File: src/rtl/uart_pkg.sv
// uart_pkg: shared transmit-state encoding and parity-mode constants.
//   Used by uart_tx_serialiser (FSM) and uart_tx_bit_timer.
package uart_pkg;
  typedef enum logic [2:0] {ST_IDLE, ST_START, ST_DATA, ST_PARITY, ST_STOP} tx_state_e;
  localparam int PAR_NONE = 0;
  localparam int PAR_EVEN = 1;
  localparam int PAR_ODD  = 2;
endpackage

File: src/rtl/uart_tx_bit_timer.sv
// uart_tx_bit_timer: bit-period timer for the UART transmitter.
//   clk     in   system clock
//   reset   in   asynchronous active-low reset
//   start   in   load divisor (pop cycle); restarts the period
//   run     in   frame in progress
//   div     in   bit period minus one, sampled only on start
//   bit_end out  one-cycle pulse in the last cycle of each bit period
module uart_tx_bit_timer
  import uart_pkg::*;
#(
  parameter int DIV_WIDTH = 16
) (
  input  logic                 clk,
  input  logic                 reset,
  input  logic                 start,
  input  logic                 run,
  input  logic [DIV_WIDTH-1:0] div,
  output logic                 bit_end
);
  logic [DIV_WIDTH-1:0] cnt_q, cnt_d, div_q, div_d;
  always_ff @(posedge clk or negedge reset) begin
    if (!reset) begin
      cnt_q <= '0;
      div_q <= '0;
    end else begin
      cnt_q <= cnt_d;
      div_q <= div_d;
    end
  end
  // Counts down to zero and reloads from the latched divisor, so it never wraps
  // and mid-frame changes on div are invisible until the next start.
  always_comb begin
    div_d   = start ? div : div_q;
    cnt_d   = start ? div : !run ? cnt_q : cnt_q == '0 ? div_q : cnt_q - DIV_WIDTH'(1);
    bit_end = run && cnt_q == '0;
  end
endmodule

File: src/rtl/uart_tx_serialiser.sv
// uart_tx_serialiser: pops bytes from the TX FIFO and serialises them as UART frames.
//   clk          in   system clock
//   reset        in   asynchronous active-low reset
//   fifo_data    in   FIFO head word
//   fifo_valid   in   FIFO head valid
//   fifo_consume out  one-cycle pop strobe (combinational)
//   tx_enable    in   allow new frames to start
//   clk_div      in   bit period minus one, latched at each pop
//   tx           out  serial line, idle high
//   busy         out  frame in progress
module uart_tx_serialiser
  import uart_pkg::*;
#(
  parameter int DWIDTH    = 8,
  parameter int DIV_WIDTH = 16,
  parameter int PARITY    = 0,
  parameter int STOP_BITS = 1
) (
  input  logic                 clk,
  input  logic                 reset,
  input  logic [DWIDTH-1:0]    fifo_data,
  input  logic                 fifo_valid,
  output logic                 fifo_consume,
  input  logic                 tx_enable,
  input  logic [DIV_WIDTH-1:0] clk_div,
  output logic                 tx,
  output logic                 busy
);
  localparam int CW = $clog2(DWIDTH + 1);
  localparam logic [CW-1:0] LAST_DATA = CW'(DWIDTH - 1);
  localparam logic [CW-1:0] LAST_STOP = CW'(STOP_BITS - 1);
  tx_state_e         state_q, state_d;
  logic [CW-1:0]     bit_cnt_q, bit_cnt_d;
  logic [DWIDTH-1:0] shift_q, shift_d;
  logic              par_q, par_d, tx_q, tx_d;
  logic              bit_end, frame_end, pop;
  uart_tx_bit_timer #(.DIV_WIDTH(DIV_WIDTH)) u_timer (
    .clk    (clk),
    .reset  (reset),
    .start  (pop),
    .run    (state_q != ST_IDLE),
    .div    (clk_div),
    .bit_end(bit_end)
  );
  always_ff @(posedge clk or negedge reset) begin
    if (!reset) begin
      state_q   <= ST_IDLE;
      bit_cnt_q <= '0;
      shift_q   <= '0;
      par_q     <= 1'b0;
      tx_q      <= 1'b1;
    end else begin
      state_q   <= state_d;
      bit_cnt_q <= bit_cnt_d;
      shift_q   <= shift_d;
      par_q     <= par_d;
      tx_q      <= tx_d;
    end
  end
  always_comb begin
    state_d   = state_q;
    bit_cnt_d = bit_cnt_q;
    shift_d   = shift_q;
    par_d     = par_q;
    if (pop) begin
      state_d   = ST_START;
      bit_cnt_d = '0;
      shift_d   = fifo_data;
      par_d     = ^fifo_data ^ (PARITY == PAR_ODD);
    end else if (bit_end) begin
      case (state_q)
        ST_START: state_d = ST_DATA;
        ST_DATA: begin
          shift_d   = shift_q >> 1;
          bit_cnt_d = bit_cnt_q == LAST_DATA ? '0 : bit_cnt_q + CW'(1);
          if (bit_cnt_q == LAST_DATA) state_d = PARITY != PAR_NONE ? ST_PARITY : ST_STOP;
        end
        ST_PARITY: state_d = ST_STOP;
        ST_STOP: begin
          bit_cnt_d = frame_end ? '0 : bit_cnt_q + CW'(1);
          if (frame_end) state_d = ST_IDLE;
        end
        default: state_d = ST_IDLE;
      endcase
    end
    // tx is registered from the next state so it changes together with the state.
    tx_d = state_d == ST_START ? 1'b0 : state_d == ST_DATA ? shift_d[0] :
           state_d == ST_PARITY ? par_d : 1'b1;
  end
  always_comb begin
    frame_end    = state_q == ST_STOP && bit_end && bit_cnt_q == LAST_STOP;
    pop          = reset && tx_enable && fifo_valid && (state_q == ST_IDLE || frame_end);
    fifo_consume = pop;
    tx           = tx_q;
    busy         = state_q != ST_IDLE;
  end
endmodule

File: config.mk
export PLATFORM = sky130hd
export DESIGN_NAME = uart_tx_serialiser
export DESIGN_NICKNAME = d
export VERILOG_FILES = /design/src/rtl/uart_pkg.sv /design/src/rtl/uart_tx_bit_timer.sv /design/src/rtl/uart_tx_serialiser.sv
export SDC_FILE = /design/constraint.sdc
export NUM_CORES = 1
export LEC_CHECK = 0
export CAP_MARGIN = 10
export CORE_MARGIN = 4
export CORE_UTILIZATION = 55
export DETAILED_ROUTE_END_ITERATION = 16
export MAX_ROUTING_LAYER = met4
export PLACE_DENSITY = 0.78
export SYNTH_ARGS = -nofsm -noshare
export SYNTH_HDL_FRONTEND = slang
export SYNTH_SLANG_ARGS = --single-unit
File: constraint.sdc
create_clock -name clk -period 7.5 [get_ports clk]
set_input_delay 0.75 -clock clk [delete_from_list [all_inputs] [get_ports clk]]
set_output_delay 0.75 -clock clk [all_outputs]
set_load 0.1 [all_outputs]
# Word level (Yosys, flattened, before mapping)
# Index checks and enable logic that the tools add are counted.
[totals] out_inout_bits=3 reg_bits=49 elab_cells=56
[classes] n_eq_ne=8 reduce_logical=18 add_sub_neg=2 n_mux=20
[ops] op="16-bit 2-to-1 mux" n=3
[ops] op="8-bit 2-to-1 mux" n=3
[ops] op="16-bit logical NOT" n=1
[ops] op="4-bit 2-to-1 mux" n=4
[ops] op="16-bit by 1-bit subtractor with 16-bit output, second input constant" n=1
[ops] op="3-bit by 2-bit equality test with 1-bit output, second input constant" n=4
[ops] op="3-bit 2-to-1 mux" n=4
[ops] op="3-bit one-hot mux with 4 select lines" n=1
[ops] op="4-bit one-hot mux with 2 select lines" n=1
[ops] op="8-bit XOR reduction" n=1
[ops] op="3-bit by 1-bit equality test with 1-bit output, second input constant" n=2
[ops] op="1-bit logical AND" n=6
[ops] op="2-bit nonzero test" n=3
[ops] op="3-bit nonzero test" n=2
[ops] op="4-bit by 1-bit adder with 4-bit output, second input constant" n=1
[ops] op="4-bit by 3-bit equality test with 1-bit output, second input constant" n=1
[ops] op="4-bit logical NOT" n=1
[ops] op="1-bit 2-to-1 mux" n=4
[ops] op="2-bit AND reduction" n=2
[ops] op="3-bit equality test, second input constant" n=1
[ops] op="3-bit logical NOT" n=1
[ops] op="1-bit logical OR" n=1

# Depth between registers and ports, before layout
# Gate-level depths: netlist (run 1).
[logic_depth] ltp_word=12 depth_mapped=11 mapped_depth_nobuf=8

# Modules after synthesis
# From an unflattened synthesis (run 1), not the netlist that was laid out.
[hier_totals] cells_unflattened=275 hier_area_um2=2805.2
[modules_own_cells] mod="uart_tx_bit_timer" cells_each=180 area_per_inst_um2=1806.7 instances=1
[modules_own_cells] mod="uart_tx_serialiser" cells_each=95 area_per_inst_um2=998.5 instances=1

# Worst setup path after synthesis (run 1)
# OpenSTA, ideal clock, no wires.
[synth_timing] path_kind="reg2out" from="register u_timer.cnt_q[0]" to="output fifo_consume" required_ns=6.750 setup_slack_ns=4.303 n_path_buf=3 t_arrival_ns=2.447 path_stages_with_launch=10 path_cell_list="dfrtp_1 > inv_1 > ha_1 > or3b_2 > or4_4 > o21a_1 > buf_6 > inv_6 > buf_6 > buf_4"
[synth_between] elab_chain_cells=6
[synth_rtl] item="from (decl)" line="uart_tx_bit_timer.sv:20" text="logic [DIV_WIDTH-1:0] cnt_q, cnt_d, div_q, div_d;"
[synth_rtl] item="from (signal assigned)" line="uart_tx_bit_timer.sv:26" text="cnt_q <= cnt_d;"
[synth_rtl] item="16-bit logical NOT" line="uart_tx_bit_timer.sv:35" text="bit_end = run && cnt_q == '0;"
[synth_rtl] item="1-bit logical AND" line="uart_tx_bit_timer.sv:35"
[synth_rtl] item="1-bit logical AND (2 in series)" line="uart_tx_serialiser.sv:91" text="frame_end = state_q == ST_STOP && bit_end && bit_cnt_q == LAST_STOP;"
[synth_rtl] item="1-bit logical OR" line="uart_tx_serialiser.sv:92" text="pop = reset && tx_enable && fifo_valid && (state_q == ST_IDLE || frame_end);"
[synth_rtl] item="1-bit logical AND" line="uart_tx_serialiser.sv:92"
[synth_rtl] item="to (decl)" line="uart_tx_serialiser.sv:23" text="output logic fifo_consume,"
# Every way passes these cells.

# Worst setup path in the final report (run 1)
# Same ends and word-level chain as after synthesis.

==> insert_results.sql, run 1 <==
INSERT INTO impl_metrics (metric_group, metric, value, unit) VALUES
('logic_synthesis', 'synth_top_family_by_area', 'simple AND/OR/NAND/NOR gates', ''),
('logic_synthesis', 'syn-cell-area', '2720', 'um2'),
('floorplan', 'placement_rows', '25', ''),
('clock_network', 'cts_hold_buffers', '0', ''),
('power', 'power_density', '148', 'nW/um2'),
('min_path', 'min-delay-start', 'u_timer.div_q[5]', ''),
('placed_design', 'numPortBuffers', '30', ''),
('logic_synthesis', 'synth_nets', '337', ''),
('detailed_routing', 'final_antenna_net_count', '0', ''),
('critical_path', 'setup.worst_path.end_class', 'output pin', ''),
('clock_network', 'ctsRootBufferMaster', 'clkbuf_8', ''),
('logic_synthesis', 'synthesis.yosys.warnings', '0', ''),
('min_path', 'timing.hold.worst_path_depth', '2', ''),
('detailed_routing', 'detailedRoute.firstPassIterationCount', '4', ''),
('layout', 'area_delta_synth_final', '15.3', '%'),
('logic_synthesis', 'synthArstFlopShare', '100', '%'),
('clock_network', 'worst_skew_pair.late_latency', '0.31', 'ns'),
('job', 'cap_violations', '0', ''),
('floorplan', 'floorplan.io_pins', '31', ''),
('clock_network', 'cts.repair_timing.setup_buffer_count', '0', ''),
('clock_network', 'cts_resized', '0', ''),
('logic_synthesis', 'synth.top_cells.by_count', 'nand2_1, dfrtp_1, nand3_1', ''),
('power', 'leakage', '0.00143', 'uW'),
('logic_synthesis', 'post-synth-top-area-fraction', '44.1', '%'),
('layout', 'multi_input_logic_area', '1370', 'um2'),
('global_route', 'grt_overflow_total', '0', ''),
('logic_synthesis', 'avgSynthCellArea', '8.90', 'um2'),
('run_status', 'status', 'finished clean', ''),
('logic_synthesis', 'synthDominantAreaCellType', 'dfrtp_1', ''),
('global_route', 'grt_first_pass_wirelength', '10200', 'um'),
('critical_path', 'cp_max_fanout', '41', ''),
('clock_network', 'cts.sinks', '49', ''),
('power', 'irDropWorstVdd', '0.000134', 'V'),
('min_path', 'min_path_type', 'reg2reg', ''),
('detailed_routing', 'via_cell_ratio', '5.86', ''),
('layout', 'diode_count', '0', ''),
('critical_path', 'critPathArrivalTime', '4.02', 'ns'),
('detailed_routing', 'detailedRoute.firstIterationViolations', '170', ''),
('critical_path', 'worstSetupStartpoint', 'u_timer.cnt_q[0]', ''),
('clock_network', 'cts_tree', 'yes', ''),
('placed_design', 'dp.final_hpwl', '4040', 'um'),
('critical_path', 'crit_type', 'reg2out', ''),
('critical_path', 'rr_startpoint', 'u_timer.cnt_q[0]', ''),
('placed_design', 'gp_routability_congestion', '0.854', ''),
('detailed_routing', 'detail_route.wl_per_cell', '14.7', 'um'),
('floorplan', 'floorplan.die.width', '78.4', 'um'),
('logic_synthesis', 'syn_inst', '306', ''),
('logic_synthesis', 'synth_most_common_cell', 'nand2_1', ''),
('power', 'p_total', '463', 'uW'),
('timing', 'report.final.hold_viol_count', '0', ''),
('detailed_routing', 'dr_vias', '2331', ''),
('logic_synthesis', 'synth-simple-area-share', '24.4', '%'),
('clock_network', 'tritoncts.num_buffers', '5', ''),
('floorplan', 'floorplan.die.height', '78.4', 'um'),
('critical_path', 'critPathLaunchType', 'flop', ''),
('timing', 'setup-violations-final', '0', ''),
('detailed_routing', 'route.final.wire_length', '5870', 'um'),
('timing', 'max-slew-margin-rel', '35.3', '%'),
('logic_synthesis', 'yosys.area_share.xor_xnor', '4.50', '%'),
('layout', 'final_nets', '361', ''),
('logic_synthesis', 'synthDistinctLibCells', '49', ''),
('timing', 'grt_setup_unrepaired', 'no', ''),
('logic_synthesis', 'ys_seq_elements', '49', ''),
('layout', 'fillers', '413', ''),
('clock_network', 'cts-htree-levels', '2', ''),
('clock_network', 'clkTransAtPathRegs', '0.09', 'ns'),
('timing', 'tns', '0', 'ns'),
('timing', 'timing_worst_slew_pin_value', '0.968', 'ns'),
('timing', 'tmin_final', '4.77', 'ns'),
('timing', 'fin_worst_hold_slack', '0.463', 'ns'),
('clock_network', 'cts_buffer_depth', '2', '');
## sequential cells by signal, summed over array words and instances (netlist names)
register       cells
u_timer.cnt_q     16
u_timer.div_q     16
shift_q            8
bit_cnt_q          4
state_q            3
par_q              1
tx                 1
## cells in the final DEF (no fill, tap or decap), types with 2 or more instances in the layout
master	synthesis	routed
a21oi_1	13	13
xnor2_1	12	12
o41ai_1	4	4
or4_4	3	3
clkbuf_8	0	7
nand3_1	20	20
nor2_1	14	14
or2_2	2	2
or3_1	3	3
nor3b_1	5	5
nand3b_1	2	2
nand2_1	68	68
ha_1	3	3
dfrtp_1	48	48
xor2_1	2	2
o31ai_1	3	3
nand4b_1	2	2
a22oi_1	4	4
nor4_1	3	3
nor3_1	4	4
o22ai_1	3	3
clkdlybuf4s50_1	0	29
o2111ai_1	4	4
o221ai_1	3	3
a21o_1	7	7
buf_4	3	3
mux2i_1	3	3
inv_1	8	8
nand4_1	2	2
o21ai_0	17	17
and2_1	2	2
a221o_1	3	3
a22o_1	6	6
or4_1	3	3
## report_power, final
part,internal (uW),switching [uW]
sequential,264,0
clock,83.4,87.2
combinational,16.8,11.6
total,364,98.8
## critical path, stage by stage, from the launching register on
cell             delay, ns
dfrtp_1               0.45
inv_1                 0.10
ha_1                  0.21
or3b_2                0.51
or4_4                 0.68
o21a_1                0.30
inv_6                 0.26
clkdlybuf4s50_1       1.20
## per-stage QoR
step | instances | setup slack, ns
floorplan | 306 | 4.30
global placement | 390 | 3.08
detailed placement | 390 | 3.02
CTS | 398 | 2.73
global route | 398 | 2.58
finish | 398 | 2.73
## cell type report
class                           instances  share of cell area, %
Clock buffer                            7                   3.07
Clock inverter                          1                  0.159
Inverter                                9                   1.24
Multi-Input combinational cell        232                   43.6
Sequential cell                        49                   39.1
Tap cell                               67                   2.67
Timing Repair Buffer                   33                   10.1
## per-layer routing
metal / wire, um / share of wire (%) / track usage [%]
met1: 2720 / 46 / 28.0
met2: 2800 / 48 / 33.5
met3: 296 / 5.0 / 4.13
met4: 46 / 0.78 / 7.87
met5: 0 / 0 / -
## kinds of logic (layout without fill, tap and decap cells)
logic type	after synthesis	in the layout
AND/OR/NAND/NOR	137	137
AO/OA/AOI/OAI	75	75
flip-flops	49	49
buffers and inverters	25	50
XOR/XNOR	14	14
adder cells (fa/ha/maj)	3	3
multiplexers	3	3
## final timing paths
kind | end | slack [ns]
max | fifo_consume | 2.73
min | u_timer.div_q[5] | 0.46
min in group asynchronous | u_timer.div_q[6] | 0.54
max reg2reg | u_timer.cnt_q[2] | 4.43
max in group asynchronous | shift_q[5] | 6.55
min reg2reg | u_timer.div_q[5] | 0.46
Power figures use the tool's default switching activity.
==> run 2, diff against run 1 <==
CORE_UTILIZATION = 51   (was 55)
PLACE_DENSITY = 0.76   (was 0.78)
clock period = 4.2 ns   (was 7.5 ns; I/O delays follow)
==> run 2 against run 1 <==
Clock skew grew 0.0040 ns. Flip-flop and latch count is the same. Final cell count grew 1.0%. Die area grew 7.0%. Total power grew 78%. Non-clock buffer count grew 1. Combinational power grew 81%. Count of clock-buffer cells in the layout is the same. Clock power grew 77%. Design area grew 0.68%. Critical endpoint unchanged.
==> insert_results.sql, run 2 (synthesis gave the netlist of run 1 again) <==
INSERT INTO impl_metrics (metric_group, metric, value, unit) VALUES
('timing', 'timing_worst_slew_pin_value', '0.965', 'ns'),
('critical_path', 'setup.worst_path.end_class', 'output pin', ''),
('layout', 'mostFrequentLayoutCell', 'nand2_1', ''),
('detailed_routing', 'routed-wl-met3', '322', 'um'),
('floorplan', 'floorplan.die.height', '81.1', 'um'),
('critical_path', 'crit-reg2reg-capture', 'u_timer.cnt_q[2]', ''),
('power', 'irDropWorstVdd', '0.000211', 'V'),
('detailed_routing', 'via_cell_ratio', '5.79', ''),
('critical_path', 'critPathSlowestCell', 'or4_4', ''),
('global_route', 'globalRouteTotalUtil', '20.6', '%'),
('timing', 'report.final.hold_viol_count', '0', ''),
('detailed_routing', 'route.final.wire_length', '5960', 'um'),
('layout', 'diode_count', '0', ''),
('global_route', 'grt_overflow_total', '0', ''),
('global_route', 'grt_first_pass_wirelength', '10200', 'um'),
('layout', 'post_route_cells_drive_above_1_share', '6.93', '%'),
('detailed_routing', 'wl_met1', '2720', 'um'),
('layout', 'fillers', '499', ''),
('critical_path', 'timing.critical_path.depth', '7', ''),
('layout', 'final_design_area_no_fill', '3160', 'um2'),
('critical_path', 'critPathLaunchType', 'flop', ''),
('detailed_routing', 'final_antenna_net_count', '0', ''),
('detailed_routing', 'detailedRoute.firstPassIterationCount', '4', ''),
('layout', 'area_delta_synth_final', '16.0', '%'),
('timing', 'finalCritPeriodShare', '81.5', '%'),
('clock_network', 'cts_resized', '0', ''),
('detailed_routing', 'uppermost_layer_routed', 'met4', ''),
('run_status', 'status', 'finished clean', ''),
('timing', 'grt_setup_unrepaired', 'no', ''),
('job', 'cap_violations', '0', ''),
('critical_path', 'crit_type', 'reg2out', ''),
('placed_design', 'numPortBuffers', '30', ''),
('floorplan', 'floorplan.io_pins', '31', ''),
('critical_path', 'reg2reg_slack', '1.16', 'ns'),
('detailed_routing', 'dr_vias', '2327', ''),
('critical_path', 'slowest_delay', '0.68', 'ns'),
('timing', 'achievable-frequency', '292', 'MHz'),
('clock_network', 'cts.sinks', '49', ''),
('timing', 'final_max_slew_viol_count', '0', ''),
('placed_design', 'dp.final_hpwl', '4130', 'um'),
('clock_network', 'ctsRootBufferMaster', 'clkbuf_8', ''),
('detailed_routing', 'detailedRoute.firstIterationViolations', '181', ''),
('critical_path', 'rr_worst_depth', '8', ''),
('clock_network', 'tritoncts.num_buffers', '5', ''),
('placed_design', 'gp_routability_congestion', '0.881', ''),
('power', 'leakage', '0.00144', 'uW'),
('detailed_routing', 'met2WireLength', '2860', 'um'),
('timing', 'tns', '0', 'ns'),
('global_route', 'grt_antenna_before_repair', '0', ''),
('critical_path', 'cp_max_fanout', '41', ''),
('floorplan', 'floorplan.die.width', '81.1', 'um'),
('critical_path', 'critPathArrivalTime', '3.00', 'ns'),
('critical_path', 'worstSetupStartpoint', 'u_timer.cnt_q[0]', ''),
('floorplan', 'start_util', '53.0', '%'),
('critical_path', 'bufs_and_invs_on_worst_path', '3', ''),
('critical_path', 'critical_path.endpoint', 'fifo_consume', ''),
('global_route', 'number_of_global_route_vias_before_repair', '2232', ''),
('clock_network', 'clkTransAtPathRegs', '0.09', 'ns'),
('critical_path', 'timing.critical_path.required', '3.78', 'ns'),
('floorplan', 'design.die.area', '6570', 'um2'),
('timing', 'max-slew-margin-rel', '35.4', '%'),
('clock_network', 'worst_skew_pair.late_latency', '0.30', 'ns'),
('layout', 'final_nets', '362', ''),
('critical_path', 'rr_startpoint', 'u_timer.cnt_q[0]', ''),
('layout', 'layout.cells.most_common_list', 'nand2_1, dfrtp_1, clkdlybuf4s50_1, nand3_1, o21ai_0', ''),
('timing', 'setup-violations-final', '0', ''),
('timing', 'tmin_final', '3.42', 'ns'),
('floorplan', 'coreArea', '5140', 'um2'),
('global_route', 'grt_max_degree', '50', ''),
('detailed_routing', 'detail_route.wl_per_cell', '14.8', 'um'),
('clock_network', 'cts-htree-levels', '2', ''),
('critical_path', 'worst_path_dominant_cell_family', 'simple AND/OR/NAND/NOR gates', ''),
('layout', 'biggestRegsByFlops', 'u_timer.cnt_q: 16 flops, u_timer.div_q: 16 flops, shift_q: 8 flops', ''),
('clock_network', 'cts_hold_buffers', '0', ''),
('min_path', 'min_path_type', 'in2async', ''),
('timing', 'final.setup_skew', '0.0119', 'ns'),
('detailed_routing', 'drt_drc_violations_left', '0', ''),
('floorplan', 'placement_rows', '26', ''),
('critical_path', 'timing.critical_path.cells', 'inv_1 > ha_1 > or3b_2 > or4_4 > o21a_1 > inv_6 > buf_12', ''),
('clock_network', 'cts.repair_timing.setup_buffer_count', '0', ''),
('placed_design', 'detailed_place.area', '3060', 'um2'),
('layout', 'final_core_util', '61.5', '%'),
('power', 'power_density', '261', 'nW/um2'),
('clock_network', 'cts_tree', 'yes', ''),
('clock_network', 'cts_buffer_depth', '2', '');
-- run 2: cell count changes in the layout (fill, tap and decap cells not counted), sizes merged --
cell / previous run / this run
clkdlybuf4s50: 29 / 28
buf: 4 / 6
-- run 2: area by class of cell --
type / count / area, um2 / area share, %
flip-flops and latches: 49 / 1230 / 38.9
clock buffers: 7 / 96.3 / 3.05
multi-input cells: 232 / 1370 / 43.3
inverters: 9 / 38.8 / 1.23
well taps: 70 / 87.6 / 2.77
clock inverters: 1 / 5.00 / 0.158
repair buffers: 34 / 335 / 10.6
-- run 2: worst min path at each step --
stage / endpoint / from / depth (start not counted) / slack (ns)
final: u_timer.div_q[4] / reset / 2 / 0.21
after global routing: bit_cnt_q[1] / reset / 2 / 0.27
after CTS: u_timer.div_q[4] / reset / 2 / 0.25
after detailed placement: u_timer.div_q[9] / u_timer.div_q[9] / 2 / 0.46
after global placement: u_timer.div_q[5] / u_timer.div_q[5] / 2 / 0.45
after floorplan: bit_cnt_q[0] / reset / 0 / 0.12
-- run 2: report_power, final --
| part | switching, uW | internal (uW) | leakage, uW | total [uW] |
|---|---|---|---|---|
| Sequential | 0 | 471 | 0.000625 | 471 |
| Combinational | 21.4 | 30.1 | 0.000765 | 51.5 |
| Clock | 154 | 149 | 0.0000542 | 303 |
-- run 2: metal layers --
metal / up-vias / global-route usage [%]
met4: 0 / 6.93
met5: - / -
met3: 6 / 3.77
met2: 69 / 32.3
met1: 1100 / 27.1
li1: 1152 / -
-- run 2: per-stage QoR --
step / total power, uW / setup slack [ns] / hold WS (ns) / std cells
final: 825 / 0.777 / 0.205 / 402
after global routing: 859 / 0.640 / 0.274 / 402
after CTS: 835 / 0.776 / 0.249 / 402
after detailed placement: 533 / 1.11 / 0.459 / 394
after global placement: 533 / 1.15 / 0.451 / 394
after floorplan: 493 / 1.33 / 0.124 / 306
